### src/rtl/fp16_mult_operand_prep.sv
// Operand-preparation stage ahead of the FP16 multiplier: captures a pair, classifies it,
// and iteratively pre-normalizes subnormal significands before presenting the result.
module fp16_mult_operand_prep #(
    parameter int NORM_STEP = 1
) (
    input  logic        CLK,
    input  logic        nRST,
    input  logic        flush,
    input  logic        in_valid,
    output logic        in_ready,
    input  logic [15:0] float1,
    input  logic [15:0] float2,
    output logic        out_valid,
    input  logic        out_ready,
    output logic [15:0] out_float1,
    output logic [15:0] out_float2,
    output logic        out_sign,
    output logic [2:0]  out_class1,
    output logic [2:0]  out_class2,
    output logic [10:0] out_sig1,
    output logic [10:0] out_sig2,
    output logic [6:0]  out_exp1,
    output logic [6:0]  out_exp2
);

    typedef enum logic [1:0] {
        ST_IDLE = 2'd0,
        ST_NORM = 2'd1,
        ST_OUT  = 2'd2
    } state_t;

    localparam logic [2:0] CLS_ZERO = 3'd0;
    localparam logic [2:0] CLS_SUB  = 3'd1;
    localparam logic [2:0] CLS_NORM = 3'd2;
    localparam logic [2:0] CLS_INF  = 3'd3;
    localparam logic [2:0] CLS_QNAN = 3'd4;
    localparam logic [2:0] CLS_SNAN = 3'd5;

    localparam logic [3:0] STEP = 4'(NORM_STEP);

    function automatic logic [2:0] classify(input logic [15:0] f);
        logic [2:0] c;
        if (f[14:10] == 5'd0)
            c = (f[9:0] == 10'd0) ? CLS_ZERO : CLS_SUB;
        else if (f[14:10] != 5'd31)
            c = CLS_NORM;
        else if (f[9:0] == 10'd0)
            c = CLS_INF;
        else if (f[9])
            c = CLS_QNAN;
        else
            c = CLS_SNAN;
        return c;
    endfunction

    function automatic logic [10:0] init_sig(input logic [15:0] f, input logic [2:0] c);
        return (c == CLS_NORM) ? {1'b1, f[9:0]} : {1'b0, f[9:0]};
    endfunction

    function automatic logic [6:0] init_exp(input logic [15:0] f, input logic [2:0] c);
        logic [6:0] e;
        case (c)
            CLS_NORM: e = {2'b00, f[14:10]} - 7'd15;
            CLS_SUB:  e = 7'h72;
            default:  e = 7'd0;
        endcase
        return e;
    endfunction

    function automatic logic [3:0] lzc11(input logic [10:0] s);
        logic [3:0] n;
        logic       found;
        n     = 4'd11;
        found = 1'b0;
        for (int i = 10; i >= 0; i--) begin
            if (!found && s[i]) begin
                n     = 4'(10 - i);
                found = 1'b1;
            end
        end
        return n;
    endfunction

    // Shift is clamped to the leading-zero count so the leading one lands exactly on bit 10.
    function automatic logic [3:0] shift_amt(input logic [10:0] s, input logic [2:0] c);
        logic [3:0] lz;
        logic [3:0] amt;
        lz  = lzc11(s);
        amt = 4'd0;
        if (c == CLS_SUB && !s[10])
            amt = (lz > STEP) ? STEP : lz;
        return amt;
    endfunction

    state_t      state_q, state_d;
    logic        valid_q, valid_d;
    logic [15:0] f1_q, f1_d, f2_q, f2_d;
    logic        sign_q, sign_d;
    logic [2:0]  cls1_q, cls1_d, cls2_q, cls2_d;
    logic [10:0] sig1_q, sig1_d, sig2_q, sig2_d;
    logic [6:0]  exp1_q, exp1_d, exp2_q, exp2_d;

    logic        accept;
    logic [2:0]  new_cls1, new_cls2;
    logic [3:0]  amt1, amt2;
    logic [10:0] nsig1, nsig2;
    logic        norm_done;

    assign in_ready = !flush && ((state_q == ST_IDLE) || (state_q == ST_OUT && out_ready));
    assign accept   = in_valid && in_ready;

    always_comb begin
        state_d = state_q;
        valid_d = valid_q;
        f1_d    = f1_q;
        f2_d    = f2_q;
        sign_d  = sign_q;
        cls1_d  = cls1_q;
        cls2_d  = cls2_q;
        sig1_d  = sig1_q;
        sig2_d  = sig2_q;
        exp1_d  = exp1_q;
        exp2_d  = exp2_q;

        new_cls1  = classify(float1);
        new_cls2  = classify(float2);
        amt1      = shift_amt(sig1_q, cls1_q);
        amt2      = shift_amt(sig2_q, cls2_q);
        nsig1     = sig1_q << amt1;
        nsig2     = sig2_q << amt2;
        norm_done = (nsig1[10] || cls1_q != CLS_SUB) && (nsig2[10] || cls2_q != CLS_SUB);

        case (state_q)
            ST_NORM: begin
                sig1_d = nsig1;
                sig2_d = nsig2;
                exp1_d = exp1_q - {3'b000, amt1};
                exp2_d = exp2_q - {3'b000, amt2};
                if (norm_done) begin
                    state_d = ST_OUT;
                    valid_d = 1'b1;
                end
            end
            ST_OUT: begin
                if (out_ready && !accept) begin
                    state_d = ST_IDLE;
                    valid_d = 1'b0;
                end
            end
            ST_IDLE: ;
            default: begin
                state_d = ST_IDLE;
                valid_d = 1'b0;
            end
        endcase

        // A capture overrides the IDLE/OUT defaults above; in NORM accept is never high.
        if (accept) begin
            f1_d   = float1;
            f2_d   = float2;
            sign_d = float1[15] ^ float2[15];
            cls1_d = new_cls1;
            cls2_d = new_cls2;
            sig1_d = init_sig(float1, new_cls1);
            sig2_d = init_sig(float2, new_cls2);
            exp1_d = init_exp(float1, new_cls1);
            exp2_d = init_exp(float2, new_cls2);
            if (new_cls1 == CLS_SUB || new_cls2 == CLS_SUB) begin
                state_d = ST_NORM;
                valid_d = 1'b0;
            end else begin
                state_d = ST_OUT;
                valid_d = 1'b1;
            end
        end

        if (flush) begin
            state_d = ST_IDLE;
            valid_d = 1'b0;
        end
    end

    always_ff @(posedge CLK or negedge nRST) begin
        if (!nRST) begin
            state_q <= ST_IDLE;
            valid_q <= 1'b0;
            f1_q    <= 16'd0;
            f2_q    <= 16'd0;
            sign_q  <= 1'b0;
            cls1_q  <= CLS_ZERO;
            cls2_q  <= CLS_ZERO;
            sig1_q  <= 11'd0;
            sig2_q  <= 11'd0;
            exp1_q  <= 7'd0;
            exp2_q  <= 7'd0;
        end else begin
            state_q <= state_d;
            valid_q <= valid_d;
            f1_q    <= f1_d;
            f2_q    <= f2_d;
            sign_q  <= sign_d;
            cls1_q  <= cls1_d;
            cls2_q  <= cls2_d;
            sig1_q  <= sig1_d;
            sig2_q  <= sig2_d;
            exp1_q  <= exp1_d;
            exp2_q  <= exp2_d;
        end
    end

    assign out_valid  = valid_q;
    assign out_float1 = f1_q;
    assign out_float2 = f2_q;
    assign out_sign   = sign_q;
    assign out_class1 = cls1_q;
    assign out_class2 = cls2_q;
    assign out_sig1   = sig1_q;
    assign out_sig2   = sig2_q;
    assign out_exp1   = exp1_q;
    assign out_exp2   = exp2_q;

endmodule
### config.mk
export PLATFORM = sky130hd
export DESIGN_NAME = fp16_mult_operand_prep
export DESIGN_NICKNAME = d
export VERILOG_FILES = /design/src/rtl/fp16_mult_operand_prep.sv
export SDC_FILE = /design/constraint.sdc
export NUM_CORES = 1
export LEC_CHECK = 0
export BUFFER_PORTS_ARGS = -buffer_cell sky130_fd_sc_hd__buf_2
export CAP_MARGIN = 20
export CELL_PAD_IN_SITES_DETAIL_PLACEMENT = 1
export CELL_PAD_IN_SITES_GLOBAL_PLACEMENT = 1
export CORE_MARGIN = 5
export CORE_UTILIZATION = 42
export CTS_CLUSTER_DIAMETER = 40
export DETAILED_ROUTE_END_ITERATION = 8
export PLACE_DENSITY_LB_ADDON = 0.2
export SKIP_LAST_GASP = 1
export SYNTH_ARGS = -nofsm -noshare
export SYNTH_HDL_FRONTEND = slang
export SYNTH_SLANG_ARGS = --single-unit
### constraint.sdc
create_clock -name CLK -period 7 [get_ports CLK]
set_input_delay 2.1 -clock CLK [delete_from_list [all_inputs] [get_ports CLK]]
set_output_delay 2.1 -clock CLK [all_outputs]
set_load 0.01 [all_outputs]
==> impl_metrics.ini <==
[status]
outcome = finished clean

[sta]
setup_viol = 0
fin_ws_ns = 2.20
tightest_slew_ns = 0.674
whs_ns = 0.481
setup_tns_ns = 0
skew_ns = 0.00958
fmax_ghz = 0.208
rsz0062_at_grt = false
fin_crit_sh_pct = 68.5
hold_viol_final = 0
min_period_ns = 4.80
worst_slew_margin_rel_pct = 55.1
maxSlewViolCount = 0

[layout]
drive_gt1_share_pct = 26.7
fin_nets = 573
synthToLayoutAreaGrowth_pct = 23.3
n_antenna_cell = 0

[cts]
cts_tree = yes
cts_setup_buffers = 0
cts-root-buf = clkbuf_8
ctsResizeCount = 0
clock-sinks = 77
htree_levels = 3
cts_buffer_depth = 2
path_clk_slew_ns = 0.09
cts_made_buffers = 9
cts_hold_buf = 0
clk_latency_ns = 0.35

[grt]
grt-ovfl-total = 0
grt_max_degree = 78
grt.total_usage_pct = 20.3
antenna_found_initial = 0
first_global_vias = 3669
grt_pass1_wl_um = 18300

[detailed_routing]
detail_route.wl_per_cell_um = 17.4
vias = 3414
drcViolationCount = 0
first_iter_violations = 91
ant_nets = 0
first_pass_iters = 4
viasPerCell = 5.39
drt-total-wl_um = 11000

[logic_synthesis]
synth_top_cell_area_share_pct = 50.3
ys_warn_count = 0
ys_types = 50
yosysSeqAreaShare_pct = 50.3
yosysMostFrequentCell = nand2_1
synth_edf_count = 0
synth_commonest_cells = nand2_1 (100), dfrtp_1 (77), o21ai_0 (37), nor2_1 (19)
syn_area_per_cell_um2 = 9.53
ys_seq_elements = 77
yosys.area.top_type = dfrtp_1
ys_async_sr_fraction_pct = 100
synthTopCellsByArea = dfrtp_1 (50%), nand2_1 (9.8%), o21ai_0 (4.8%), mux2i_1 (4.7%), ha_1 (4.6%)
synth_flop_cell = dfrtp_1
synthesis.area_um2 = 3830
synth_cells = 402

[floorplanning]
pin_count = 114
die_h_um = 105
initial_core_util_pct = 43.5
coreArea_um2 = 8810
rows = 34
die_x_um = 105
die-area_um2 = 11100

[power_and_ir_drop]
powerDensity_nw_per_um2 = 266
ir_drop_uv = 106
leakage_nw = 2.51

[critical_path]
reg2reg_from = out_class2[1]
rr_worst_depth = 9
r2r-end = out_exp2[4]
cp_data_arrival_time_ns = 2.70
worstSetupPathType = in -> out
worstSetupStartpointType = primary input
path_max_fanout = 4
r2r_setup_slack_ns = 4.31
cp-startpoint = out_ready
cp-end-kind = output pin
crit_end = in_ready
critPathRequiredTime_ns = 4.90

[placement]
dp_slack_ns = 2.21
io_buffers = 113
gp_congestion = 0.737
place_hpwl_um = 7990

[flow_run]
maxCapViolCount = 0

[worst_hold_path]
hold_path_class = reg -> reg
[how the worst min path moves through the flow]
stage,start,endpoint,slack (ns),depth (start not counted)
after floorplan,out_float1[12],out_float1[12],0.51,2
after global placement,out_float2[13],out_float2[13],0.45,2
after detailed placement,out_float1[5],out_float1[5],0.46,2
after CTS,out_float2[10],out_float2[10],0.49,2
after global routing,out_float1[8],out_float1[8],0.51,2
final,out_float1[5],out_float1[5],0.48,2
[critical path, stage by stage]
cell,delay (ns)
buf_2,0.08
and2b_1,0.22
nor3_1,0.13
buf_2,0.16
[per-layer routing]
layer / vias up / part of all wire, % / track usage [%]
li1: 1619 / - / -
met1: 1704 / 44 / 25.9
met2: 80 / 49 / 34.2
met3: 11 / 5.5 / 5.56
met4: 0 / 1.3 / 5.09
met5: - / 0 / 0
[metrics by stage]
stage               power, W  util, %  cell area (µm²)  cells
floorplan           0.000774        -             3860    409
global placement    0.000918     51.2             4500    616
detailed placement  0.000938     51.2             4500    616
CTS                  0.00127     53.3             4700    632
global route         0.00134     53.6             4720    633
finish               0.00126     53.6             4720    633
[cells by family (layout without fill, tap and decap cells)]
kind of cell    after synthesis  in the layout  synth area share (%)
xor+xnor                      7              7                  1.60
flops                        77             77                  50.3
fa+ha+maj                    16             16                  5.62
other cells                   1              8                0.0979
mux                          18             18                  4.70
compound gates               91             91                  14.8
buf+inv                      30            146                  3.46
simple gates                162            162                  19.4
[state kept, by name (all words and copies together) (netlist names), 3 cells and up]
| signal | count |
|---|---|
| out_exp1 | 7 |
| out_exp2 | 7 |
| out_float1 | 16 |
| out_class2 | 3 |
| out_float2 | 16 |
| out_class1 | 3 |
| out_sig1 | 11 |
| out_sig2 | 11 |
[cells in the final DEF (no fill, tap or decap), drive strengths merged, types with 2 or more instances in the layout]
cell type | Yosys | routed
a21oi | 18 | 18
nor4b | 2 | 2
o21a | 5 | 5
and2b | 3 | 3
nand3 | 8 | 8
or3 | 2 | 2
xnor2 | 3 | 3
a211oi | 2 | 2
nand2 | 100 | 100
mux2i | 18 | 18
or2 | 2 | 2
a221oi | 3 | 3
ha | 14 | 14
clkbuf | 5 | 10
nor3 | 5 | 5
o211ai | 5 | 5
nor4 | 4 | 4
nor2b | 4 | 4
fa | 2 | 2
nor3b | 3 | 3
o22ai | 4 | 4
nand2b | 4 | 4
clkinv | 0 | 2
dfrtp | 77 | 77
a22o | 2 | 2
nor2 | 19 | 19
conb | 1 | 8
and3 | 2 | 2
inv | 13 | 16
a21o | 4 | 4
o21ai | 38 | 38
a221o | 2 | 2
buf | 12 | 117
xor2 | 4 | 4
[power by group]
part	internal, W	switching, W	total [W]
Sequential	0.000522	0.0000603	0.000582
Combinational	0.000147	0.000196	0.000343
Clock	0.000145	0.000186	0.000331
Total	0.000813	0.000442	0.00126
[area by class of cell]
class / instances / area (µm²)
clock buffers: 10 / 138
clock inverters: 6 / 53.8
fillers: 1065 / 4080
inverters: 13 / 48.8
multi-input cells: 302 / 1800
flip-flops and latches: 77 / 1930
well taps: 108 / 135
repair buffers: 117 / 618
Note: power is estimated with default switching activity, not from simulation.
